## src/rtl/frame_header_extract.sv

```systemverilog
// Pops a frame descriptor and its bytes, captures DA/SA, runs one lookup, then forwards or drains.
// Optional FLOOD_UNKNOWN_EN: a lookup nak floods to every port except the source.
module frame_header_extract #(
    parameter int MIN_LEN      = 12,
    parameter int LKUP_TIMEOUT = 255
) (
    input  logic        clk,
    input  logic        rstn,
    output logic        ptr_sfifo_rd,
    input  logic [15:0] ptr_sfifo_dout,
    input  logic        ptr_sfifo_empty,
    output logic        sfifo_rd,
    input  logic [7:0]  sfifo_dout,
    output logic        se_req,
    output logic [47:0] se_da,
    output logic [47:0] se_sa,
    output logic [3:0]  se_source,
    input  logic        se_ack,
    input  logic        se_nak,
    input  logic [3:0]  se_portmap,
    input  logic        o_bp,
    output logic        o_data_wr,
    output logic [7:0]  o_data,
    output logic        o_ptr_wr,
    output logic [15:0] o_ptr,
    output logic [15:0] pkt_fwd_cnt,
    output logic [15:0] pkt_drop_cnt
);
    localparam int HDR_LEN = 12;

    typedef enum logic [3:0] {IDLE, PTR_RD, PTR, HDR, LOOKUP, FWD, DRAIN, DONE, GAP} state_t;

    state_t      state;
    logic [10:0] len;
    logic [10:0] cnt;
    logic [3:0]  dest;
    logic [15:0] tmr;
    logic        rd_d;

    logic [95:0] hdr;
    logic [3:0]  hdr_idx;
    logic [7:0]  hdr_byte;
    logic [3:0]  nak_dest;
    logic [3:0]  ack_dest;
    logic [3:0]  lk_dest;
    logic [11:0] rd_ahead;
    logic [10:0] rem_len;
    logic        unused_rsvd;

    assign unused_rsvd = ptr_sfifo_dout[15];

    always_comb begin
`ifdef FLOOD_UNKNOWN_EN
        nak_dest = ~se_source;
`else
        nak_dest = 4'h0;
`endif
        ack_dest = se_nak ? nak_dest : (se_portmap & ~se_source);
        lk_dest  = se_ack ? ack_dest : 4'h0;
        hdr      = {se_da, se_sa};
        hdr_idx  = (cnt < 11'(HDR_LEN)) ? (4'(HDR_LEN - 1) - cnt[3:0]) : 4'h0;
        hdr_byte = hdr[{hdr_idx, 3'b000} +: 8];
        // FIFO read for byte k is issued two cycles before byte k is written out
        rd_ahead = {1'b0, cnt} + 12'd2;
        rem_len  = len - 11'(HDR_LEN);
    end

    always_ff @(posedge clk or negedge rstn) begin
        if (!rstn) begin
            state        <= IDLE;
            ptr_sfifo_rd <= 1'b0;
            sfifo_rd     <= 1'b0;
            se_req       <= 1'b0;
            se_da        <= '0;
            se_sa        <= '0;
            se_source    <= '0;
            o_data_wr    <= 1'b0;
            o_data       <= '0;
            o_ptr_wr     <= 1'b0;
            o_ptr        <= '0;
            pkt_fwd_cnt  <= '0;
            pkt_drop_cnt <= '0;
            len          <= '0;
            cnt          <= '0;
            dest         <= '0;
            tmr          <= '0;
            rd_d         <= 1'b0;
        end else begin
            rd_d         <= sfifo_rd;
            ptr_sfifo_rd <= 1'b0;
            o_ptr_wr     <= 1'b0;
            case (state)
                IDLE: begin
                    if (!ptr_sfifo_empty && !o_bp) begin
                        ptr_sfifo_rd <= 1'b1;
                        state        <= PTR_RD;
                    end
                end
                PTR_RD: state <= PTR;
                PTR: begin
                    len       <= ptr_sfifo_dout[10:0];
                    se_source <= ptr_sfifo_dout[14:11];
                    dest      <= 4'h0;
                    if (ptr_sfifo_dout[10:0] == 11'd0) begin
                        state <= DONE;
                    end else if (ptr_sfifo_dout[10:0] < 11'(MIN_LEN)) begin
                        sfifo_rd <= 1'b1;
                        cnt      <= ptr_sfifo_dout[10:0];
                        state    <= DRAIN;
                    end else begin
                        sfifo_rd <= 1'b1;
                        cnt      <= 11'(HDR_LEN);
                        state    <= HDR;
                    end
                end
                HDR: begin
                    if (cnt != 11'd0) cnt <= cnt - 11'd1;
                    if (cnt == 11'd1) sfifo_rd <= 1'b0;
                    if (rd_d) {se_da, se_sa} <= {se_da[39:0], se_sa, sfifo_dout};
                    if (rd_d && cnt == 11'd0) begin
                        se_req <= 1'b1;
                        tmr    <= '0;
                        state  <= LOOKUP;
                    end
                end
                LOOKUP: begin
                    if (se_ack || tmr == 16'(LKUP_TIMEOUT - 1)) begin
                        se_req <= 1'b0;
                        dest   <= lk_dest;
                        if (lk_dest != 4'h0) begin
                            cnt   <= '0;
                            state <= FWD;
                        end else if (rem_len == 11'd0) begin
                            state <= DONE;
                        end else begin
                            sfifo_rd <= 1'b1;
                            cnt      <= rem_len;
                            state    <= DRAIN;
                        end
                    end else begin
                        tmr <= tmr + 16'd1;
                    end
                end
                FWD: begin
                    o_data_wr <= 1'b1;
                    o_data    <= (cnt < 11'(HDR_LEN)) ? hdr_byte : sfifo_dout;
                    sfifo_rd  <= (rd_ahead >= 12'(HDR_LEN)) && (rd_ahead < {1'b0, len});
                    if (cnt == len - 11'd1) state <= DONE;
                    else cnt <= cnt + 11'd1;
                end
                DRAIN: begin
                    if (cnt == 11'd1) begin
                        sfifo_rd <= 1'b0;
                        state    <= DONE;
                    end
                    cnt <= cnt - 11'd1;
                end
                DONE: begin
                    o_data_wr <= 1'b0;
                    sfifo_rd  <= 1'b0;
                    if (dest != 4'h0) begin
                        o_ptr_wr    <= 1'b1;
                        o_ptr       <= {1'b0, dest, len};
                        pkt_fwd_cnt <= pkt_fwd_cnt + 16'd1;
                    end else begin
                        pkt_drop_cnt <= pkt_drop_cnt + 16'd1;
                    end
                    cnt   <= 11'd1;
                    state <= GAP;
                end
                // two dead cycles keep the egress writer clear of the next descriptor
                GAP: begin
                    if (cnt == 11'd0) state <= IDLE;
                    else cnt <= cnt - 11'd1;
                end
                default: state <= IDLE;
            endcase
        end
    end
endmodule

```

## config.mk

```make
export PLATFORM = sky130hd
export DESIGN_NAME = frame_header_extract
export DESIGN_NICKNAME = d
export VERILOG_FILES = /design/src/rtl/frame_header_extract.sv
export SDC_FILE = /design/constraint.sdc
export NUM_CORES = 1
export LEC_CHECK = 0
export BUFFER_PORTS_ARGS = -buffer_cell sky130_fd_sc_hd__buf_2
export CORE_UTILIZATION = 55
export DETAILED_ROUTE_END_ITERATION = 6
export GPL_TIMING_DRIVEN = 0
export PLACE_DENSITY = 0.79
export SKIP_CTS_REPAIR_TIMING = 1
export SLEW_MARGIN = 30
export SYNTH_ARGS = -nofsm -noshare
export SYNTH_HDL_FRONTEND = slang
export SYNTH_SLANG_ARGS = --single-unit
```

## constraint.sdc

```tcl
create_clock -name clk -period 3.81 [get_ports clk]
set_clock_uncertainty 0.15 [all_clocks]
set_input_delay 0.1905 -clock clk [delete_from_list [all_inputs] [get_ports clk]]
set_output_delay 0.1905 -clock clk [all_outputs]
set_load 0.02 [all_outputs]
```

==> results of run 1 <==
==> state kept, by name, indices dropped and copies added, names as in the netlist, 8 cells and up <==
name          count
pkt_drop_cnt     16
o_data            8
se_da            48
o_ptr            15
tmr              16
cnt              11
pkt_fwd_cnt      16
len              11
se_sa            48
==> routing by layer <==
| metal | wire (um) | track usage [%] | vias to the layer above |
|---|---|---|---|
| met3 | 2370 | 6.71 | 56 |
| met1 | 12300 | 38.2 | 4368 |
| met4 | 820 | 9.22 | 0 |
| met5 | 0 | 0 | - |
| li1 | - | - | 4017 |
| met2 | 14000 | 48.4 | 377 |
==> final cells by class <==
cell class | count | area share, %
multi-input cells | 681 | 40.4
flip-flops and latches | 207 | 38.9
repair buffers | 221 | 9.74
clock buffers | 34 | 5.33
well taps | 265 | 2.49
plain buffers | 53 | 1.78
inverters | 27 | 0.762
clock inverters | 9 | 0.555
==> cells by family (layout without fill, tap and decap cells) <==
logic type      Yosys count  in the layout
xor+xnor                 76             76
fa+ha+maj                31             31
buf+inv                  80            344
simple gates            276            276
flops                   207            207
mux                     137            137
other cells               1              1
compound gates          160            160
==> worst min-delay path, cell delays in order <==
cell and delay (ns):
buf_2 0.09, nor2b_1 0.14, a22o_1 0.20
==> worst paths after layout <==
path | end | start | slack, ns | cells past startpoint
worst max register to register | sfifo_rd$_DFFE_PN0P_ | cnt[1]$_DFFE_PN0P_ | 0.12 | 9
worst min-delay path | dest[2]$_DFFE_PN0P_ | se_portmap[2] | 0.003 | 3
min in group asynchronous | pkt_fwd_cnt[1]$_DFFE_PN0P_ | rstn | 0.04 | 2
max in group asynchronous | se_da[14]$_DFFE_PN0P_ | rstn | 2.32 | 4
worst min register to register | rd_d$_DFF_PN0_ | sfifo_rd$_DFFE_PN0P_ | 0.25 | 0
worst max-delay path | sfifo_rd$_DFFE_PN0P_ | cnt[1]$_DFFE_PN0P_ | 0.12 | 9
==> where the power goes <==
group	internal, mW	switching, mW
combinational	2.20	3.21
clock	1.36	0.906
sequential	2.88	0.654
total	6.45	4.77
==> cell usage in the layout (no fill, tap or decap), drive strengths merged, types with 9 or more instances in the layout <==
master       instances
mux2i                9
dlygate4sd3         27
nand3               31
dfrtp              207
and3                12
mux2               106
nor3                19
nand2               82
clkbuf              64
mux4                22
a221oi              13
buf                217
nor4                11
xnor2               51
o22ai               15
nand4               18
o21ai               40
ha                  31
xor2                25
inv                 27
nor2                60
nor2b               12
a21oi               29
==> stage by stage <==
| step | util, % | instance area (um^2) |
|---|---|---|
| after floorplan | - | 10900 |
| after global placement | 62.6 | 12200 |
| after detailed placement | 63.0 | 12300 |
| after CTS | 67.0 | 13000 |
| after global routing | 68.4 | 13300 |
| final | 68.4 | 13300 |
==> results.txt, run 1 <==
Post-Synth Adder-Cell Area -> 3.56%
Most frequent cell after synthesis -> dfrtp_1
Largest net degree at the start of global routing -> 87
Top cells by count, synth -> 207 x dfrtp_1, 101 x mux2_2, 81 x nand2_1, 59 x nor2_1, 51 x xnor2_1
Final wirelength -> 29.6 mm
Diodes inserted -> 0
Area Growth Syn to Fin -> 22.1%
Crit path DAT -> 3.95 ns
RSZ-0062 raised after global routing -> false
Pre-CTS WS -> 0.163 ns
GPL Wtd Cong -> 0.951
Yosys cell types -> 76
Ports -> 195
Vias in the first global route -> 8,457
Cell Pwr Density -> 843 nW/um^2
Port bufs -> 192
CTS tree -> done
CTS H-tree depth -> 1
Tcrit/Tclk final -> 96.8%
Layout Nets -> 1,280
Detailed-route vias per instance -> 5.89
Status -> finished, final reports clean
Sinks on Clock Net -> 207
Yosys warnings -> 0
Largest family of logic cells by synthesized area -> multiplexers
DR vias -> 8,818
Iter 0 DRT Violations -> 502
TritonCTS buffer count -> 24
Syn Std Cell Area -> 10,900 um^2
Buf/Inv on CP -> 2
Ys flop type -> dfrtp_1
Setup crit end kind -> flop
DR pass1 iterations -> 5
Final ANT Viol Nets -> 0
Max stage delay on crit path -> 0.58 ns
DRC violations left -> 0
Leakage -> 6.51 nW
GR Overflow Total -> 0
Die area -> 20,400 um^2
Mean Syn Cell Area -> 11.3 um^2
Kind of critical path -> flop to flop
Slew @ Worst Pin -> 0.840 ns
Async SR Flop Fraction -> 100%
DP HPWL -> 20.8 mm
CP top delay family -> compound AO/OA/AOI/OAI gates
Area of the multi-input gates -> 5380 um^2
FF/Latch Area -> 5180 um^2
Total power -> 11.2 mW
Initial antenna violation count -> 0
Core area -> 19,500 um^2
Overall routing resource usage -> 29.3%
CP Launch Type -> flop
CTS clk-pin slew, worst paths -> 0.06 ns
Critical-path maximum fanout -> 10
Post-synthesis mux area share -> 16.5%
Site Rows -> 51
MaxCap Viol Count -> 0
Fraction of layout cells with a size suffix above 1 -> 32.4%
Max Clock Freq -> 0.271 GHz
Top post-synthesis cells by area -> dfrtp_1 48%, mux2_2 10%, mux4_2 4.5%
CP max-delay cell -> dfrtp_1
Slew Limit Headroom -> 43.8%
Final hold slack -> 0.00345 ns
Setup TNS after final layout -> 0 ns
Die height -> 143 um
Yosys top cell area share -> 47.5%
Hold WC Path Type -> input pin to flop
Synth Area in Compound Gates -> 10.2%
FF+latch count, synth -> 207
Final Hold Viols -> 0
Worst IR Drop VDD -> 0.000670 V
Setup slack after layout -> 0.121 ns
Area share of and/or/nand/nor cells after synthesis -> 13.0%
Cells after Synth -> 968
Fillers -> 1,412
Final Slew Violations -> 0
Synth Net Count -> 1,033
Data required time at the worst endpoint -> 4.07 ns
Later-pin clock latency in the skew report -> 0.52 ns
Post-synthesis sequential area ratio -> 47.5%
Initial core utilization -> 56.0%
Final Setup Violations -> 0
CTS root buf -> clkbuf_16
Non-Filler Instances -> 1,497
Placed Cells -> 1,427
Global-route wire length before repair -> 45.9 mm
CP Cell Sequence -> clkbuf_1 > inv_1 > ha_1 > a21o_1 > a21oi_1 > or4b_1 > o311ai_1 > o211ai_1 > o21a_1
Avg WL per Cell -> 19.7 um
Synth area leader -> dfrtp_1
CTS max path bufs -> 3
Post-synth EDFFs -> 0
DIE WIDTH -> 143 um
Crit path time final -> 3.69 ns
Post-Synth XOR/XNOR Area -> 6.11%
No activity file was read; power rests on OpenSTA's default activity.
==> run 2, diff against run 1 <==
--- a/config.mk
+++ b/config.mk
@@ -6,6 +6,7 @@
 export NUM_CORES = 1
 export LEC_CHECK = 0
 export BUFFER_PORTS_ARGS = -buffer_cell sky130_fd_sc_hd__buf_2
+export CORE_ASPECT_RATIO = 1.1
 export CORE_UTILIZATION = 55
 export DETAILED_ROUTE_END_ITERATION = 6
 export GPL_TIMING_DRIVEN = 0
==> run 2 against run 1 <==
Effect of this change: the flow now finishes with violations (hold timing); worst setup slack better by 0.14 ns; clock power rose by 4%; first-iteration DRC count down 19%; global-route usage decreased by 0.44 points; critical endpoint unchanged.
==> results.txt, run 2 (synthesized netlist as in run 1, its figures left out) <==
Die area -> 20,400 um^2 (about the same)
Fillers -> 1,445 (+2.3%)
FF/Latch Area -> 5180 um^2 (unchanged)
Final Hold Viols -> 33 (+33)
MaxCap Viol Count -> 0 (unchanged)
Leakage -> 6.50 nW (about the same)
Initial core utilization -> 56.7% (+0.67 points)
Final hold slack -> -0.0231 ns (-0.0265 ns)
Data required time at the worst endpoint -> 4.07 ns (about the same)
Fraction of layout cells with a size suffix above 1 -> 32.3% (-0.14 points)
Site Rows -> 53 (+3.9%)
Die height -> 150 um (+4.8%)
Kind of critical path -> flop to flop
DRC violations left -> 0 (unchanged)
Area of the multi-input gates -> 5380 um^2 (unchanged)
Overall routing resource usage -> 28.8% (-0.44 points)
Final wirelength -> 29.1 mm (-1.5%)
CP Launch Type -> flop
Most common cell after layout, fill and taps aside -> dfrtp_1
GPL Wtd Cong -> 0.930 (-2.2%)
Crit path DAT -> 3.82 ns (-0.13 ns)
DIE WIDTH -> 136 um (-4.6%)
Area Growth Syn to Fin -> 22.2% (about the same)
Tcrit/Tclk final -> 93.3% (-3.6 points)
Final Setup Violations -> 0 (unchanged)
Later-pin clock latency in the skew report -> 0.52 ns (about the same)
TritonCTS buffer count -> 23 (-4.2%)
Layout Nets -> 1,279 (-0.078%)
R2R cell count -> 9 (unchanged)
Leading cell types in the layout, fill and taps excluded -> 207 x dfrtp_1, 206 x buf_2, 101 x mux2_2
Status -> complete, but fails checks
Placed Cells -> 1,409 (-1.3%)
CTS root buf -> clkbuf_16
Port bufs -> 192 (unchanged)
Global-route wire length before repair -> 45.5 mm (-0.96%)
Vias in the first global route -> 8,589 (+1.6%)
Setup crit end kind -> flop
Critical-path maximum fanout -> 10 (unchanged)
Detailed-route vias per instance -> 5.95 (+0.93%)
Non-Filler Instances -> 1,478 (-1.3%)
Iter 0 DRT Violations -> 405 (-19%)
GR Overflow Total -> 0 (unchanged)
Max stage delay on crit path -> 0.57 ns (about the same)
Largest net degree at the start of global routing -> 89 (+2.3%)
Core area -> 19,200 um^2 (-1.2%)
Slew @ Worst Pin -> 0.813 ns (-0.0276 ns)
Setup TNS after final layout -> 0 ns (unchanged)
Hold WC Path Type -> input pin to asynchronous set/reset pin
Slew Limit Headroom -> 44.4% (+0.64 points)
CTS max path bufs -> 3 (unchanged)
CTS clk-pin slew, worst paths -> 0.06 ns (about the same)
Total power -> 11.3 mW (+0.51%)
Initial antenna violation count -> 0 (unchanged)
Ports -> 195 (unchanged)
CP Cell Sequence -> clkbuf_1 > inv_1 > ha_1 > a21o_1 > a21oi_1 > or4b_1 > o311ai_1 > o211ai_1 > o21a_1
DP HPWL -> 20.6 mm (-1.1%)
Sinks on Clock Net -> 207 (unchanged)
CTS H-tree depth -> 1 (unchanged)
Failing checks -> hold timing
Diodes inserted -> 0 (unchanged)
DR vias -> 8,787 (-0.35%)
RSZ-0062 raised after global routing -> false
Max Clock Freq -> 0.281 GHz (+3.8%)
Cell Pwr Density -> 847 nW/um^2 (+0.48%)
Final ANT Viol Nets -> 0 (unchanged)
Avg WL per Cell -> 19.7 um (-0.20%)
CP max-delay cell -> dfrtp_1
Worst IR Drop VDD -> 0.000568 V (-15%)
DR pass1 iterations -> 5 (unchanged)
Crit path time final -> 3.55 ns (-0.136 ns)
CTS tree -> done
Largest regs -> se_da x48, se_sa x48
Final Slew Violations -> 0 (unchanged)
[run 2: changes by cell type in the layout (fill, tap and decap cells not counted)]
cell,delta
bufinv_16,+3
clkinvlp_4,+2
clkbuf_16,-2
clkbuf_1,+1
inv_6,+1
clkinv_2,-4
inv_16,+1
clkbuf_8,-3
[run 2: final cells by class]
cell class	count	share of cell area, %
Multi-Input combinational cell	681	40.4
Sequential cell	207	38.9
Timing Repair Buffer	221	9.74
Clock buffer	30	4.67
Tap cell	247	2.32
Buffer	53	1.78
Clock inverter	12	1.41
Inverter	27	0.761
[run 2: through the flow]
step | hold WS [ns] | utilization (%) | instance area [um^2] | setup WS (ns)
floorplan | -0.255 | - | 10900 | 1.06
global placement | 0.248 | 63.3 | 12200 | -1.06
detailed placement | -0.0624 | 63.6 | 12200 | 0.254
CTS | -0.619 | 67.8 | 13000 | 0.252
global route | 0.00654 | 69.2 | 13300 | 0.117
finish | -0.0231 | 69.2 | 13300 | 0.257
[run 2: final timing paths]
check                                     start                     endpoint  slack, ns
max in group asynchronous                  rstn         se_sa[4]$_DFFE_PN0P_       2.39
max                          cnt[1]$_DFFE_PN0P_         sfifo_rd$_DFFE_PN0P_       0.26
min                                        rstn  pkt_fwd_cnt[13]$_DFFE_PN0P_      -0.02
min in group clk                  se_portmap[2]          dest[2]$_DFFE_PN0P_          0
max reg2reg                  cnt[1]$_DFFE_PN0P_         sfifo_rd$_DFFE_PN0P_       0.26
min reg2reg                sfifo_rd$_DFFE_PN0P_               rd_d$_DFF_PN0_       0.25
[run 2: worst max-delay path, delay by kind of cell (launching register included)]
family                     cells  cell delay, ns
DFF                            1            0.57
buffers and inverters          2            0.89
AOI/OAI and AO/OA              5            0.98
adders and majority gates      1            0.42
and+or+nand+nor                1            0.44
[run 2: where the power goes]
part / leakage (nW) / switching [mW] / internal, mW
sequential: 2.72 / 0.669 / 2.88
clock: 0.391 / 0.922 / 1.44
combinational: 3.39 / 3.16 / 2.20
[run 2: routing by layer]
| layer | GRT usage [%] | vias to the layer above | routed length (um) |
|---|---|---|---|
| met5 | 0 | - | 0 |
| met3 | 6.98 | 66 | 2260 |
| met2 | 47.8 | 366 | 14200 |
| met4 | 11.2 | 0 | 908 |
| met1 | 36.2 | 4344 | 11700 |
| li1 | - | 4011 | - |
